$ cat src/rtl/iobuf_hd_ctrl.sv
// iobuf_hd_ctrl: sequencer for one tri-state pad buffer on a half-duplex,
// MSB-first serial link. Write commands drive the pad after a guard interval,
// read commands release it and sample pad_o at mid-bit. Every output is a
// register written by the single state machine below.
module iobuf_hd_ctrl #(
  parameter int DATA_W   = 8,
  parameter int DIV_W    = 8,
  parameter int TURN_CYC = 2
) (
  input  logic              clk,
  input  logic              rst,
  input  logic [DIV_W-1:0]  div,
  input  logic              cmd_valid,
  output logic              cmd_ready,
  input  logic              cmd_rd,
  input  logic [DATA_W-1:0] cmd_wdata,
  output logic              rsp_valid,
  output logic [DATA_W-1:0] rsp_rdata,
  output logic              busy,
  output logic              pad_i,
  output logic              pad_t,
  input  logic              pad_o
);

  localparam int TW = $clog2(TURN_CYC + 1);
  localparam int BW = $clog2(DATA_W + 1);
  localparam logic [TW-1:0] TURN_LAST = TW'(TURN_CYC - 1);
  localparam logic [BW-1:0] BIT_LAST  = BW'(DATA_W - 1);

  typedef enum logic [2:0] {
    S_IDLE,
    S_DRV,
    S_TX,
    S_REL,
    S_RX,
    S_DONE
  } state_t;

  state_t              r_state;
  logic                r_rd;
  logic [DIV_W-1:0]    r_div;
  logic [DATA_W-1:0]   r_sh;
  logic [DIV_W-1:0]    r_div_cnt;
  logic [BW-1:0]       r_bit_cnt;
  logic [TW-1:0]       r_turn;
  logic                r_pad_t;
  logic                r_pad_i;
  logic                r_cmd_ready;
  logic                r_busy;
  logic                r_rsp_valid;
  logic [DATA_W-1:0]   r_rsp_rdata;

  logic                w_accept;
  logic                w_period_end;
  logic                w_sample;
  logic                w_last_bit;
  logic                w_turn_end;
  logic [DATA_W-1:0]   w_tx_next;
  logic [DATA_W-1:0]   w_rx_next;

  assign w_accept     = cmd_valid && r_cmd_ready;
  // Bit period is div+1 cycles: the counter runs 0..div, so div all-ones
  // simply reaches the top code and never wraps early.
  assign w_period_end = (r_div_cnt == r_div);
  // Mid-bit sample point sits at in-period offset floor(div/2).
  assign w_sample     = (r_div_cnt == (r_div >> 1));
  assign w_last_bit   = (r_bit_cnt == BIT_LAST);
  assign w_turn_end   = (r_turn == TURN_LAST);
  assign w_tx_next    = r_sh << 1;

  // Receive shift: new sample enters at the LSB so the first bit ends as MSB.
  generate
    if (DATA_W > 1) begin : g_rx_wide
      assign w_rx_next = {r_sh[DATA_W-2:0], pad_o};
    end else begin : g_rx_one
      assign w_rx_next = pad_o;
    end
  endgenerate

  // Transfer sequencer: state, counters, shift register and all outputs.
  always_ff @(posedge clk) begin
    if (rst) begin
      r_state     <= S_IDLE;
      r_pad_t     <= 1'b1;
      r_pad_i     <= 1'b1;
      r_cmd_ready <= 1'b1;
      r_busy      <= 1'b0;
      r_rsp_valid <= 1'b0;
      r_rsp_rdata <= '0;
    end else begin
      case (r_state)
        S_IDLE: begin
          r_pad_t <= 1'b1;
          r_pad_i <= 1'b1;
          if (w_accept) begin
            // Command fields are captured here and never looked at again.
            r_rd        <= cmd_rd;
            r_div       <= div;
            r_sh        <= cmd_wdata;
            r_turn      <= '0;
            r_cmd_ready <= 1'b0;
            r_busy      <= 1'b1;
            if (cmd_rd) begin
              r_state <= S_REL;
            end else begin
              r_state <= S_DRV;
              r_pad_t <= 1'b0;
            end
          end
        end

        S_DRV: begin
          // Own the line, idling high, before the first data bit.
          if (w_turn_end) begin
            r_state   <= S_TX;
            r_div_cnt <= '0;
            r_bit_cnt <= '0;
            r_pad_i   <= r_sh[DATA_W-1];
          end else begin
            r_turn <= r_turn + TW'(1);
          end
        end

        S_TX: begin
          if (w_period_end) begin
            r_div_cnt <= '0;
            if (w_last_bit) begin
              r_state <= S_REL;
              r_rd    <= 1'b0;
              r_turn  <= '0;
              r_pad_t <= 1'b1;
              r_pad_i <= 1'b1;
            end else begin
              r_bit_cnt <= r_bit_cnt + BW'(1);
              r_sh      <= w_tx_next;
              r_pad_i   <= w_tx_next[DATA_W-1];
            end
          end else begin
            r_div_cnt <= r_div_cnt + DIV_W'(1);
          end
        end

        S_REL: begin
          // Line released; wait out the turnaround before reading or finishing.
          if (w_turn_end) begin
            if (r_rd) begin
              r_state   <= S_RX;
              r_div_cnt <= '0;
              r_bit_cnt <= '0;
            end else begin
              r_state     <= S_DONE;
              r_rsp_valid <= 1'b1;
              r_rsp_rdata <= '0;
            end
          end else begin
            r_turn <= r_turn + TW'(1);
          end
        end

        S_RX: begin
          if (w_sample) begin
            r_sh <= w_rx_next;
          end
          if (w_period_end) begin
            r_div_cnt <= '0;
            if (w_last_bit) begin
              // With div=0 the sample and period end share this cycle, so the
              // response takes the freshly shifted word.
              r_state     <= S_DONE;
              r_rsp_valid <= 1'b1;
              r_rsp_rdata <= w_sample ? w_rx_next : r_sh;
            end else begin
              r_bit_cnt <= r_bit_cnt + BW'(1);
            end
          end else begin
            r_div_cnt <= r_div_cnt + DIV_W'(1);
          end
        end

        S_DONE: begin
          r_state     <= S_IDLE;
          r_rsp_valid <= 1'b0;
          r_cmd_ready <= 1'b1;
          r_busy      <= 1'b0;
        end

        default: begin
          r_state     <= S_IDLE;
          r_pad_t     <= 1'b1;
          r_pad_i     <= 1'b1;
          r_cmd_ready <= 1'b1;
          r_busy      <= 1'b0;
          r_rsp_valid <= 1'b0;
        end
      endcase
    end
  end

  assign cmd_ready = r_cmd_ready;
  assign rsp_valid = r_rsp_valid;
  assign rsp_rdata = r_rsp_rdata;
  assign busy      = r_busy;
  assign pad_i     = r_pad_i;
  assign pad_t     = r_pad_t;

endmodule

$ cat config.mk
export PLATFORM = sky130hd
export DESIGN_NAME = iobuf_hd_ctrl
export DESIGN_NICKNAME = d
export VERILOG_FILES = /design/src/rtl/iobuf_hd_ctrl.sv
export SDC_FILE = /design/constraint.sdc
export NUM_CORES = 1
export LEC_CHECK = 0
export ABC_AREA = 1
export BUFFER_PORTS_ARGS = -buffer_cell sky130_fd_sc_hd__buf_4
export CORE_UTILIZATION = 62
export CTS_CLUSTER_DIAMETER = 150
export CTS_CLUSTER_SIZE = 25
export DETAILED_ROUTE_END_ITERATION = 8
export PLACE_DENSITY = 0.85
export SYNTH_ARGS = -nofsm -noshare
export SYNTH_HDL_FRONTEND = slang
export SYNTH_SLANG_ARGS = --single-unit
$ cat constraint.sdc
create_clock -name clk -period 5.3 [get_ports clk]
set_clock_uncertainty 0.2 [all_clocks]
set_input_delay 0.795 -clock clk [delete_from_list [all_inputs] [get_ports clk]]
set_output_delay 0.795 -clock clk [all_outputs]
set_load 0.02 [all_outputs]
Word-level counts from Yosys, hierarchy flattened

Index checks and enable logic that the tools add are counted.

Bits in latches: 0
Output and inout port bits: 13
Register bits after elaboration: 47
Memory bits (read-only): 0
RAM bits: 0
Logic and storage cells: 124
Input bits: 21
Memories: 0

$add $sub $neg: 3
Multipliers: 0
Reductions and logical operators: 25
Shift-type cells: 0
Multiplexer cells: 56
Div/mod/pow operators: 0
Equality and inequality tests: 22
Order comparisons: 0
Bitwise gates (word level): 5

Operator list:

| kind                | number |
|---|---|
| $mux 8              | 12 |
| $pmux 8 s3          | 2 |
| $reduce_and 5->1    | 5 |
| $ne 2x2->1 const B  | 12 |
| $mux 3              | 7 |
| $mux 4              | 5 |
| $pmux 8 s2          | 1 |
| $mux 1              | 15 |
| $pmux 3 s5          | 1 |
| $reduce_and 7->1    | 2 |
| $pmux 4 s3          | 1 |
| $mux 2              | 5 |
| $pmux 1 s3          | 3 |
| $reduce_and 3->1    | 3 |
| $reduce_bool 3->1   | 3 |
| $add 8x1->8 const B | 1 |
| $eq 8x7->1          | 1 |
| $eq 8x8->1          | 1 |
| $reduce_or 4->1     | 2 |
| $eq 3x2->1 const B  | 2 |
| $eq 3x3->1 const B  | 2 |
| $pmux 1 s2          | 3 |
| $pmux 2 s3          | 1 |
| $reduce_and 6->1    | 1 |
| 13 further kinds    | 20 |

Depth between registers and ports, before layout

Word-level depth: 5
Depth in mapped cells: 12
Depth with buffers taken out: 11

Worst setup path before layout

OpenSTA, ideal clock, no wires.

Kind: register -> register
Start point: register r_div_cnt[5]
End point: register r_sh[0] (enable)
Arrival: 1.828 ns
Stages on the path, launching flop included: 10
Path buffers: 0
Setup slack: 2.885 ns
Cell sequence: edfxtp_1 inv_1 nand2_1 nand2_1 nand3_1 nor2_1 nand2_1 nand2_1 nand2_1 a211oi_1

Cells in the longest elaborated chain, start to end: 3

Ends and longest elaborated chain:

| item                              | RTL line | source |
|---|---|---|
| start: declaration                | 43       | `logic [DIV_W-1:0] r_div_cnt;` |
| start signal: assignment          | 139      | `r_div_cnt <= r_div_cnt + DIV_W'(1);` |
| start signal: assignment          | 176      | `r_div_cnt <= r_div_cnt + DIV_W'(1);` |
| $eq 8x8->1                        | 64       | `assign w_period_end = (r_div_cnt == r_div);` |
| $ne 2x2->1 (no source line)       | --       |  |
| $reduce_and 5->1 (no source line) | --       |  |
| end signal: assignment            | 99       | `r_sh <= cmd_wdata;` |
| end signal: assignment            | 135      | `r_sh <= w_tx_next;` |
| end signal: assignment            | 162      | `r_sh <= w_rx_next;` |
| end: declaration                  | 42       | `logic [DATA_W-1:0] r_sh;` |

No other way between the ends.
A chain may end at the register's enable or synchronous reset.

Worst setup path in the final report

Start point: register r_state[0]
End point: register r_bit_cnt[1] (enable)

Cells in the longest elaborated chain, start to end: 4

Ends and longest elaborated chain:

| item                                                      | RTL line | source |
|---|---|---|
| start: declaration                                        | 39       | `state_t r_state;` |
| start signal: assignment                                  | 83       | `r_state <= S_IDLE;` |
| start signal: assignment                                  | 104      | `r_state <= S_REL;` |
| start signal: assignment                                  | 106      | `r_state <= S_DRV;` |
| $eq 3x3->1 / $eq 3x2->1 (equally long branches)           | 91       | `case (r_state)` |
| $reduce_or 2->1 (no source line)                          | --       |  |
| $ne 2x2->1 (no source line), or another cell as far along | --       |  |
| $reduce_and 7->1 (no source line) *                       | --       |  |
| end signal: assignment                                    | 134      | `r_bit_cnt <= r_bit_cnt + BW'(1);` |
| end signal: assignment                                    | 173      | `r_bit_cnt <= r_bit_cnt + BW'(1);` |
| end: declaration                                          | 44       | `logic [BW-1:0] r_bit_cnt;` |

Every way passes the cells marked *; elsewhere a longest branch is shown, timed or not.

==> reports/qor.yml <==
run_status:
  status: "finished clean"
worst_setup_path:
  worstSetupEndpointType: "register"
  crit_arrival_ns: 2.70
  reg2reg_to: "r_bit_cnt[1]"
  cp_data_required_time_ns: 5.08
  crit_fanout: 12
  setup.worst_path.start_class: "register"
  critical_path_class: "register to register"
  critPathLaunch: "r_state[0]"
  reg2reg_depth: 8
  r2r-start: "r_state[0]"
  regToRegSetupSlack_ns: 2.37
worst_hold_path:
  hold_end: "busy"
  hp-start: "busy"
  holdPathStages: 2
  hp-class: "register to register"
routing:
  vias_per_cell: 5.35
  wl_per_cell_um: 13.4
  finalWirelength_um: 5860
  drcViolationCount: 0
  drtPass1Iterations: 5
  vias: 2334
  ant_nets: 0
  drtIter0Drc: 179
logic_synthesis:
  avgSynthCellArea_um2: 7.49
  seq_area_frac_synth_pct: 47.6
  synth_ff_type: "edfxtp_1"
  synth_edf_count: 31
  synth_top_area_cell: "edfxtp_1"
  synth_cells: 351
  syn_area_um2: 2630
  synth.area.top_cells: "edfxtp_1, nand2_1, dfxtp_1"
  yosysWarningCount: 0
  synth.top_cells.by_count: "nand2_1, inv_1, nor2_1"
  synth_nets: 375
  synth_cell_types: 27
  synth-seq-cells: 47
  yosys.area.top_type_share_pct: 35.4
  synth.most_common_cell: "nand2_1"
  async_flop_share_pct: 0
sta:
  fin_setup_tns_ns: 0
  tightest_slew_ns: 0.745
  slew_headroom_pct: 50.1
  rsz0062_at_grt: "no"
  slew_viol_final: 0
  period_minus_slack_ns: 2.93
  timing.final.crit_share_pct: 55.2
  timing_hold_violations_final: 0
  finalSetupViolCount: 0
  max_freq_ghz: 0.342
global_routing:
  grt_pass1_vias: 2118
  grt_antenna_before_repair: 0
  grt_max_degree: 17
  gr-total-overflow: 0
  grt_usage_pct: 28.6
  grt_pass1_wl_um: 9520
floorplan:
  dieHeight_um: 67.1
  fp-row-count: 23
  core_um2: 4030
  num_io_pins: 34
  fp.dieW_um: 67.1
  initial_core_util_pct: 65.2
  die_area_um2: 4500
clock_network:
  hold_buffers: 0
  cts_buffer_depth: 2
  post_cts_resized: 0
  cts.sinks: 47
  clk_latency_ns: 0.30
  postCtsSetupBuffers: 0
  clkTransAtPathRegs_ns: 0.09
  h-tree-depth: 2
  cts-buffers-inserted: 5
  root_buffer: "clkbuf_8"
  cts_tree: "built"
placement:
  dpl_cell_area_um2: 2910
  io_buffer_count: 33
  dp_hpwl_um: 4430
  place.gp.congestion: 0.882
layout:
  final_area_um2: 3010
  synthToLayoutAreaGrowth_pct: 14.6
  nFillCells: 341
  final_nets: 409
  n_antenna_cell: 0
  drive_gt1_share_pct: 13.5
pwr:
  ir_drop_mv: 0.306
  p_leak_uw: 0.00143
  fin_total_pwr_uw: 1560
  powerDensity_nw_per_um2: 516
run:
  max_cap_viol_count: 0
stage by stage:
stage | utilization [%] | std cells | hold slack (ns) | setup WS [ns]
finish | 74.8 | 436 | 0.262 | 2.37
global route | 74.8 | 436 | 0.285 | 2.09
CTS | 74.8 | 436 | 0.268 | 2.35
detailed placement | 72.2 | 428 | 0.254 | 2.38
global placement | 72.2 | 428 | 0.246 | 2.49
floorplan | - | 351 | 0.330 | 2.89
per-layer routing:
layer  vias up  part of all wire [%]  global-route usage [%]
li1       1190                     -                       -
met1      1046                    45                    38.3
met2        84                    47                    44.1
met3        14                   5.5                    6.16
met4         0                   2.4                    12.5
met5         -                     0                       0
where the power goes:
part / leakage [uW] / switching [uW] / internal (uW)
clock network: 0.0000505 / 121 / 119
logic: 0.000957 / 447 / 238
registers: 0.000422 / 89.9 / 541
cell families after synthesis:
kind of cell | count (synthesis) | synth area share, %
DFF | 47 | 47.6
and+or+nand+nor | 206 | 32.3
AOI/OAI and AO/OA | 29 | 7.23
xor gates and xnor gates | 8 | 2.67
buffers and inverters | 58 | 8.76
adders and majority gates | 3 | 1.43
final cells by class:
type	instances	area, um^2	area share [%]
sequential	47	1250	41.5
multi-input combinational	246	1150	38.1
clock buffer	7	96.3	3.20
timing repair buffer	34	255	8.48
tap	50	62.6	2.08
clock inverter	1	7.51	0.249
inverter	51	191	6.36
critical path, stage by stage (launching register included):
cell     delay, ns
dfxtp_1       0.49
nor2_2        0.10
nand2_2       0.10
inv_1         0.18
nor2_1        0.61
inv_1         0.17
nand2_1       0.33
nand2_1       0.10
a21oi_1       0.32
worst max path at each step:
stage	slack, ns	end
final	2.37	r_bit_cnt[1]
after detailed placement	2.38	r_bit_cnt[2]
after global routing	2.09	r_bit_cnt[0]
after floorplan	2.89	r_sh[0]
after CTS	2.35	r_bit_cnt[1]
after global placement	2.49	r_bit_cnt[0]
sequential cells by signal, summed over array words and instances (netlist names):
| signal | count |
|---|---|
| cmd_ready | 1 |
| r_turn | 2 |
| pad_t | 1 |
| r_state | 3 |
| rsp_rdata | 8 |
| r_div | 8 |
| r_div_cnt | 8 |
| r_rd | 1 |
| r_sh | 8 |
| r_bit_cnt | 4 |
| busy | 1 |
| pad_i | 1 |
| rsp_valid | 1 |
placed cells by master (no fill, tap or decap):
cell,instances
nor3_2,1
o211ai_1,9
nor3b_1,1
o21ai_2,1
clkinvlp_4,1
nor3_1,5
nand2_1,111
nand4_1,2
ha_1,3
inv_2,1
a31oi_1,2
nor4_1,1
nand2_2,4
buf_4,34
dfxtp_1,16
nor2_2,2
clkbuf_8,7
xor2_1,1
nor2_1,49
inv_1,50
xnor2_1,7
a211oi_1,2
nand3_1,30
a21oi_4,1
o21ai_0,5
a21oi_1,9
edfxtp_1,31
Power figures use the tool's default switching activity.
